===== src/rtl/pwm_controller.sv =====
// pwm_controller: 16-channel PWM whose configuration is latched into shadow registers only at period wraps.
// Optional prescaler is enabled by defining PWM_PRESCALE_EN; otherwise the counter advances every clk.
module pwm_controller #(
    parameter int PRESCALE = 3
) (
    input  logic        clk,
    input  logic        rst,
    input  logic [7:0]  en_reg_out_7_0,
    input  logic [7:0]  en_reg_out_15_8,
    input  logic [7:0]  en_reg_pwm_7_0,
    input  logic [7:0]  en_reg_pwm_15_8,
    input  logic [7:0]  pwm_duty_cycle,
    input  logic        cfg_update,
    output logic        cfg_pending,
    output logic        period_start,
    output logic [15:0] pwm_out
);

    typedef enum logic {
        ST_IDLE    = 1'b0,
        ST_PENDING = 1'b1
    } state_t;

    state_t      state_q, state_d;
    logic [7:0]  cnt_q, cnt_d;
    logic [15:0] en_out_sh_q, en_out_sh_d;
    logic [15:0] en_pwm_sh_q, en_pwm_sh_d;
    logic [7:0]  duty_sh_q, duty_sh_d;
    logic        period_start_q, period_start_d;
    logic [15:0] pwm_out_q, pwm_out_d;
    logic        tick;
    logic        boundary;
    logic        load;
    logic        pwm_high;

    if (PRESCALE < 0) begin : g_prescale_check
        $error("PRESCALE must be non-negative");
    end

`ifdef PWM_PRESCALE_EN
    localparam int PW = (PRESCALE > 0) ? $clog2(PRESCALE + 1) : 1;
    localparam logic [PW-1:0] PRESC_MAX = PW'(PRESCALE);

    logic [PW-1:0] presc_q, presc_d;

    always_comb begin
        tick    = (presc_q == PRESC_MAX);
        presc_d = tick ? '0 : presc_q + 1'b1;
    end

    always_ff @(posedge clk or posedge rst) begin
        if (rst) begin
            presc_q <= '0;
        end else begin
            presc_q <= presc_d;
        end
    end
`else
    assign tick = 1'b1;
`endif

    always_comb begin
        boundary = tick && (cnt_q == 8'hFF);
        // A request arriving exactly at the wrap is honoured immediately.
        load     = boundary && ((state_q == ST_PENDING) || cfg_update);
        cnt_d    = tick ? cnt_q + 8'd1 : cnt_q;

        state_d = state_q;
        if (boundary) begin
            state_d = ST_IDLE;
        end else if (cfg_update) begin
            state_d = ST_PENDING;
        end

        en_out_sh_d = en_out_sh_q;
        en_pwm_sh_d = en_pwm_sh_q;
        duty_sh_d   = duty_sh_q;
        if (load) begin
            en_out_sh_d = {en_reg_out_15_8, en_reg_out_7_0};
            en_pwm_sh_d = {en_reg_pwm_15_8, en_reg_pwm_7_0};
            duty_sh_d   = pwm_duty_cycle;
        end

        // Duty 255 means fully on, not 255/256.
        pwm_high       = (duty_sh_q == 8'hFF) || (cnt_q < duty_sh_q);
        pwm_out_d      = en_out_sh_q & (~en_pwm_sh_q | {16{pwm_high}});
        period_start_d = boundary;
    end

    always_ff @(posedge clk or posedge rst) begin
        if (rst) begin
            state_q        <= ST_IDLE;
            cnt_q          <= '0;
            en_out_sh_q    <= '0;
            en_pwm_sh_q    <= '0;
            duty_sh_q      <= '0;
            period_start_q <= 1'b0;
            pwm_out_q      <= '0;
        end else begin
            state_q        <= state_d;
            cnt_q          <= cnt_d;
            en_out_sh_q    <= en_out_sh_d;
            en_pwm_sh_q    <= en_pwm_sh_d;
            duty_sh_q      <= duty_sh_d;
            period_start_q <= period_start_d;
            pwm_out_q      <= pwm_out_d;
        end
    end

    assign cfg_pending  = (state_q == ST_PENDING);
    assign period_start = period_start_q;
    assign pwm_out      = pwm_out_q;

endmodule


===== config.mk =====
export PLATFORM = sky130hd
export DESIGN_NAME = pwm_controller
export DESIGN_NICKNAME = d
export VERILOG_FILES = /design/src/rtl/pwm_controller.sv
export SDC_FILE = /design/constraint.sdc
export NUM_CORES = 1
export LEC_CHECK = 0
export ABC_CLOCK_PERIOD_IN_PS = 4660
export CAP_MARGIN = 10
export CORE_ASPECT_RATIO = 0.6
export CORE_MARGIN = 2
export CORE_UTILIZATION = 53
export DETAILED_ROUTE_END_ITERATION = 8
export PLACE_DENSITY = 0.84
export REMOVE_ABC_BUFFERS = 1
export SLEW_MARGIN = 15
export SYNTH_ARGS = -nofsm -noshare
export SYNTH_HDL_FRONTEND = slang
export SYNTH_SLANG_ARGS = --single-unit

===== constraint.sdc =====
create_clock -name clk -period 4.66 [get_ports clk]
set_input_delay 0.699 -clock clk [delete_from_list [all_inputs] [get_ports clk]]
set_output_delay 0.699 -clock clk [all_outputs]
set_load 0.05 [all_outputs]

==> load_flow_metrics.sql, run 1 <==
INSERT INTO impl_metrics (metric_group, metric, value, unit) VALUES
('drt', 'drt_iter0_drc', '66', ''),
('global_route', 'grt_pass1_wl', '8310', 'um'),
('drt', 'dr.pass1.iters', '4', ''),
('sta', 'maxSlewViolCount', '0', ''),
('floorplan', 'placement_rows', '19', ''),
('yosys', 'synth-warning-count', '0', ''),
('critical_path', 'timing.critical_path.slowest_stage_cell', 'sky130_fd_sc_hd__o32ai_2', ''),
('global_route', 'globalRouteTotalUtil', '20.7', '%'),
('clocking', 'worstSkewPairLatency', '0.34', 'ns'),
('sta', 'timing_worst_slew_pin_value', '1.10', 'ns'),
('critical_path', 'timing.critical_path.to', 'pwm_out[3]', ''),
('sta', 'finalHoldViolCount', '0', ''),
('critical_path', 'crit_path_cell_trace', 'ha_1, and4_1, o21ai_1, o32ai_2, a21boi_0', ''),
('global_route', 'first_global_vias', '1696', ''),
('power', 'power.leakage', '1.61', 'nW'),
('sta', 'finalHoldWorstSlack', '0.430', 'ns'),
('clocking', 'numClockSinks', '66', ''),
('global_route', 'globalRoute.totalOverflow', '0', ''),
('drt', 'drc', '0', ''),
('power', 'ir_worst_vdd', '0.183', 'mV'),
('layout', 'antenna-diode-count', '0', ''),
('sta', 'clock.fmax', '0.421', 'GHz'),
('floorplan', 'ioPinCount', '61', ''),
('power', 'totalPowerFinal', '1.14', 'mW'),
('floorplan', 'die_h', '58.3', 'um'),
('floorplan', 'core_region_area', '0.00466', 'mm^2'),
('clocking', 'cts-buffers-inserted', '9', ''),
('placed_design', 'post_dp_cell_area', '0.00326', 'mm^2'),
('critical_path', 'path_max_fanout', '16', ''),
('critical_path', 'end_kind', 'flop', ''),
('floorplan', 'dieWidth', '94.5', 'um'),
('run_status', 'status', 'finished clean', ''),
('yosys', 'synth.lib_cells_used.distinct', '28', ''),
('global_route', 'antenna_found_initial', '0', ''),
('layout', 'fillers', '325', ''),
('yosys', 'synth_sequential_area_ratio', '63.5', '%'),
('critical_path', 'cpPeakStageDelay', '0.94', 'ns'),
('placed_design', 'portBuffers', '60', ''),
('critical_path', 'worst_setup_path_start_kind', 'flop', ''),
('hold_path', 'hold_class', 'reg -> reg', ''),
('clocking', 'cts.hold.buffers_added', '0', ''),
('sta', 'rsz_0062_raised_after_global_routing', 'false', ''),
('critical_path', 'worstReg2RegStart', 'cnt_q[6]', ''),
('placed_design', 'post-dp-hpwl', '3410', 'um'),
('layout', 'design.final.nets', '301', ''),
('drt', 'route.vias.total', '1617', ''),
('sta', 'timing.final.setup_violations', '0', ''),
('critical_path', 'reg2reg_depth', '5', ''),
('global_route', 'grt_start_max_net_pins', '48', ''),
('floorplan', 'initial_util', '55.9', '%'),
('sta', 'final_period_minus_worst_setup_slack', '2.37', 'ns'),
('yosys', 'post_synthesis_mean_instance_area', '14.2', 'um^2'),
('sta', 'finalSetupTns', '0', 'ns'),
('critical_path', 'regToRegEndpoint', 'pwm_out[3]', ''),
('floorplan', 'die_area', '0.00551', 'mm^2'),
('yosys', 'synth_area', '0.00260', 'mm^2'),
('layout', 'drive_above_1_share', '8.63', '%'),
('critical_path', 'critPathRequiredTime', '4.82', 'ns'),
('placed_design', 'gp_routability_congestion', '0.736', ''),
('sta', 'timing.final.crit_share', '50.9', '%'),
('layout', 'syn2layout_area_growth', '31.9', '%'),
('clocking', 'post_cts_sizing_count', '0', ''),
('sta', 'max-slew-margin-rel', '26.8', '%'),
('layout', 'final_cell_area', '0.00343', 'mm^2'),
('critical_path', 'gate_family_responsible_for_the_most_delay_along_the_worst_path', 'compound AO/OA/AOI/OAI gates', ''),
('power', 'cellPowerDensity', '333', 'mW/mm^2'),
('critical_path', 'cp.arrival', '2.54', 'ns'),
('clocking', 'ctsLongestPathBuffers', '2', ''),
('drt', 'drt-wirelength-per-cell', '15.4', 'um'),
('yosys', 'synth_seq_cells', '66', ''),
('sta', 'clock-skew-final', '0.00718', 'ns');
==> registers in the layout, summed over array words and instances, names as in the netlist <==
signal,count
en_out_sh_q,16
en_pwm_sh_q,16
pwm_out,16
cnt_q,8
duty_sh_q,8
cfg_pending,1
period_start,1
==> stage by stage <==
stage | setup WS (ns) | std cells | util (%)
final | 2.29 | 318 | 73.7
after global routing | 2.01 | 318 | 73.7
after CTS | 2.25 | 318 | 73.7
after detailed placement | 2.11 | 302 | 70.0
after global placement | 2.16 | 302 | 70.0
after floorplan | 0.808 | 177 | -
==> cell usage after synthesis, drive strengths merged <==
master | instances | area (um^2)
a41o | 1 | 10.0
o21ai | 8 | 40.0
and4 | 1 | 8.76
a21boi | 16 | 120
nand4 | 2 | 12.5
a2111oi | 1 | 15.0
buf | 6 | 45.0
nand3 | 2 | 15.0
xnor2 | 2 | 17.5
inv | 9 | 33.8
xor2 | 4 | 35.0
nand2b | 1 | 6.26
nor4 | 1 | 12.5
o32ai | 1 | 16.3
and3 | 1 | 6.26
nor2 | 6 | 22.5
mux2 | 33 | 372
nor3 | 1 | 5.00
o21a | 1 | 7.51
ha | 8 | 100
dfrtp | 66 | 1650
a21o | 1 | 7.51
a21oi | 1 | 5.00
nand2 | 10 | 37.5
==> worst register-to-register path, delay by kind of cell, from the launching register on <==
kind	cells	cell delay [ns]
AOI/OAI and AO/OA	3	1.24
adders and majority gates	1	0.35
DFF	1	0.44
and+or+nand+nor	1	0.18
==> per-layer routing <==
metal  track usage (%)  up-vias  part of all wire, %
li1                  -      766                    -
met1              29.5      784                   48
met2              29.6       61                   43
met3              8.58        6                  7.7
met4              6.21        0                 0.78
met5                 0        -                    0
==> worst min path at each step <==
| stage | from | end | depth (start not counted) |
|---|---|---|---|
| floorplan | en_pwm_sh_q[10] | pwm_out[10] | 1 |
| global placement | en_pwm_sh_q[11] | pwm_out[11] | 1 |
| detailed placement | en_pwm_sh_q[10] | pwm_out[10] | 1 |
| CTS | en_pwm_sh_q[10] | pwm_out[10] | 1 |
| global route | en_pwm_sh_q[10] | pwm_out[10] | 1 |
| finish | en_pwm_sh_q[10] | pwm_out[10] | 1 |
==> final cells by class <==
cell class                      instances  area, um^2  area share, %
Clock buffer                           11         141           4.12
Clock inverter                          5        30.0          0.875
Inverter                                9        33.8          0.984
Multi-Input combinational cell        102         881           25.7
Sequential cell                        66        1650           48.1
Tap cell                               63        78.8           2.30
Timing Repair Buffer                   62         616           17.9
==> kinds of logic (layout without fill, tap and decap cells) <==
logic type,Yosys count,after routing,synth area share (%)
mux,33,33,14.3
simple gates,25,25,4.86
fa+ha+maj,8,8,3.85
flops,66,66,63.5
buf+inv,15,87,3.03
compound gates,30,30,8.51
xor+xnor,6,6,2.02
==> power breakdown <==
part           leakage [nW]  total [mW]  switching [mW]  internal [mW]
combinational         0.696       0.119          0.0593         0.0598
clock                0.0851       0.415           0.210          0.205
sequential            0.828       0.610          0.0115          0.598
total                  1.61        1.14           0.281          0.863
==> cells in the final DEF, fill, tap and decap left out, drive strengths merged <==
master	n
nor3	1
ha	8
and4	1
buf	2
nor4	1
clkdlybuf4s50	60
clkinvlp	2
nand4	2
inv	9
o21a	1
a21boi	16
clkinv	3
nand2b	1
o32ai	1
xnor2	2
nor2	6
nand2	10
mux2	33
clkbuf	11
xor2	4
and3	1
a21o	1
dfrtp	66
a2111oi	1
a41o	1
a21oi	1
o21ai	8
nand3	2
Power figures use the tool's default switching activity.
==> inputs of run 2 (changes only) <==
--- a/config.mk
+++ b/config.mk
@@ -5,13 +5,13 @@
 export SDC_FILE = /design/constraint.sdc
 export NUM_CORES = 1
 export LEC_CHECK = 0
-export ABC_CLOCK_PERIOD_IN_PS = 4660
+export ABC_CLOCK_PERIOD_IN_PS = 1900
 export CAP_MARGIN = 10
 export CORE_ASPECT_RATIO = 0.6
 export CORE_MARGIN = 2
-export CORE_UTILIZATION = 53
+export CORE_UTILIZATION = 44
 export DETAILED_ROUTE_END_ITERATION = 8
-export PLACE_DENSITY = 0.84
+export PLACE_DENSITY = 0.75
 export REMOVE_ABC_BUFFERS = 1
 export SLEW_MARGIN = 15
 export SYNTH_ARGS = -nofsm -noshare
==> constraint.sdc (replaced) <==
create_clock -name clk -period 1.9 [get_ports clk]
set_input_delay 0.285 -clock clk [delete_from_list [all_inputs] [get_ports clk]]
set_output_delay 0.285 -clock clk [all_outputs]
set_load 0.05 [all_outputs]
==> load_flow_metrics.sql, run 2 (synthesis results as in run 1) <==
INSERT INTO impl_metrics (metric_group, metric, value, unit) VALUES
('power', 'ir_worst_vdd', '0.431', 'mV'),
('hold_path', 'hold_class', 'in -> async', ''),
('critical_path', 'worstReg2RegStart', 'cnt_q[6]', ''),
('critical_path', 'path_max_fanout', '1', ''),
('floorplan', 'die_area', '0.00657', 'mm^2'),
('layout', 'drive_above_1_share', '10.6', '%'),
('global_route', 'globalRouteMet1Util', '23.5', '%'),
('drt', 'drt_iter0_drc', '34', ''),
('global_route', 'globalRouteTotalUtil', '16.9', '%'),
('sta', 'max-slew-margin-rel', '65.4', '%'),
('critical_path', 'worst_setup_path_start_kind', 'flop', ''),
('critical_path', 'critPathRequiredTime', '1.62', 'ns'),
('critical_path', 'critical_path.n_buffers_inverters', '1', ''),
('floorplan', 'ioPinCount', '61', ''),
('drt', 'avgViaCountPerCell', '4.69', ''),
('sta', 'timing.final.setup_violations', '0', ''),
('sta', 'final_period_minus_worst_setup_slack', '1.78', 'ns'),
('sta', 'final_setup_margin', '0.118', 'ns'),
('placed_design', 'portBuffers', '60', ''),
('clocking', 'cts_tree', 'done', ''),
('sta', 'timing.final.crit_share', '93.8', '%'),
('critical_path', 'end_kind', 'output port', ''),
('layout', 'final_common_cell', 'sky130_fd_sc_hd__dfrtp_1', ''),
('global_route', 'globalRoute.totalOverflow', '0', ''),
('run_status', 'status', 'finished clean', ''),
('critical_path', 'cp.arrival', '1.50', 'ns'),
('clocking', 'worstSkewPairLatency', '0.34', 'ns'),
('drt', 'drt-wirelength-per-cell', '15.0', 'um'),
('layout', 'layout_common_cells', 'sky130_fd_sc_hd__dfrtp_1 (66), sky130_fd_sc_hd__clkdlybuf4s50_1 (60), sky130_fd_sc_hd__mux2_1 (33)', ''),
('global_route', 'globalRouteMet2Util', '23.2', '%'),
('floorplan', 'core_region_area', '0.00565', 'mm^2'),
('placed_design', 'post-dp-hpwl', '3300', 'um'),
('critical_path', 'crit_path_cell_trace', 'clkdlybuf4s50_1', ''),
('global_route', 'first_global_vias', '1679', ''),
('placed_design', 'dp_worst_setup_slack', '-0.0183', 'ns'),
('drt', 'drt.antenna.violating_nets', '0', ''),
('layout', 'finalCoreUtilization', '63.4', '%'),
('global_route', 'grt_busiest_layer', 'met1', ''),
('sta', 'clock.fmax', '0.561', 'GHz'),
('power', 'power.leakage', '1.67', 'nW'),
('clocking', 'cts-buffers-inserted', '9', ''),
('clocking', 'cts_max_level', '3', ''),
('power', 'cellPowerDensity', '816', 'mW/mm^2'),
('critical_path', 'gate_family_responsible_for_the_most_delay_along_the_worst_path', 'buffers and inverters', ''),
('floorplan', 'dieWidth', '103', 'um'),
('drt', 'route.vias.total', '1607', ''),
('global_route', 'grt_pass1_wl', '8160', 'um'),
('clocking', 'path_clk_slew', '0.07', 'ns'),
('layout', 'antenna-diode-count', '0', ''),
('sta', 'clock-skew-final', '0.00882', 'ns'),
('drt', 'dr.pass1.iters', '4', ''),
('layout', 'design.final.nets', '310', ''),
('clocking', 'clockRootBuffer', 'sky130_fd_sc_hd__clkbuf_8', ''),
('placed_design', 'gp_routability_congestion', '0.786', ''),
('clocking', 'ctsLongestPathBuffers', '2', ''),
('run', 'timing.max_cap.violations', '0', ''),
('drt', 'detail_route.wirelength', '5150', 'um'),
('global_route', 'antenna_found_initial', '0', ''),
('sta', 'rsz_0062_raised_after_global_routing', 'false', ''),
('clocking', 'cts.hold.buffers_added', '0', ''),
('floorplan', 'placement_rows', '21', ''),
('floorplan', 'die_h', '63.6', 'um'),
('drt', 'drc', '0', ''),
('clocking', 'numClockSinks', '66', ''),
('power', 'totalPowerFinal', '2.92', 'mW'),
('critical_path', 'cpPeakStageDelay', '0.81', 'ns'),
('critical_path', 'path_class', 'reg -> out', ''),
('sta', 'finalHoldViolCount', '0', ''),
('global_route', 'grt_start_max_net_pins', '67', ''),
('sta', 'maxSlewViolCount', '0', ''),
('critical_path', 'crit_start', 'pwm_out[10]', ''),
('floorplan', 'initial_util', '46.1', '%'),
('layout', 'syn2layout_area_growth', '37.6', '%'),
('sta', 'timing_worst_slew_pin_value', '0.517', 'ns'),
('global_route', 'grt_use_met3', '8.66', '%'),
('critical_path', 'timing.critical_path.slowest_stage_cell', 'sky130_fd_sc_hd__clkdlybuf4s50_1', '');
[run 2: layout make-up]
type	count	area [um^2]
multi-input combinational	102	881
inverter	9	33.8
clock inverter	2	37.5
clock buffer	13	149
tap	80	100
sequential	66	1650
fill	441	2070
timing repair buffer	71	729
[run 2: path summary, 6_finish.rpt]
kind	end	slack, ns	cells after the start
worst max-delay path	pwm_out[10]	0.12	1
worst min-delay path	pwm_out[15]	0.33	3
worst max register to register	pwm_out[3]	0.14	6
worst min register to register	pwm_out[6]	0.42	1
max in group asynchronous	en_out_sh_q[10]	1.29	3
min in group clk	pwm_out[6]	0.42	1
[run 2: metal layers]
metal / vias up / wire, um
met5: - / 0
met4: 0 / 53
met3: 7 / 438
met2: 52 / 2150
met1: 766 / 2510
li1: 782 / -
[run 2: what timing repair did]
action / 4_1_cts / 5_1_grt
buffers inserted: 0 / 2
resized for setup: 0 / 2
setup endpoints to repair: 0 / 15
[run 2: through the flow]
| step | hold slack, ns | instances | setup TNS, ns | cell area [um^2] |
|---|---|---|---|---|
| after floorplan | 0.407 | 177 | -78.63 | 2560 |
| after CTS | 0.340 | 339 | 0 | 3540 |
| after global placement | 0.419 | 324 | 0 | 3360 |
| final | 0.334 | 343 | 0 | 3580 |
| after global routing | 0.368 | 343 | 0 | 3580 |
| after detailed placement | 0.421 | 324 | -0.0831 | 3360 |
[run 2: where the power goes]
part	switching (mW)	total [mW]	internal (mW)
combinational	0.146	0.300	0.154
sequential	0.0262	1.49	1.47
clock	0.493	1.13	0.636
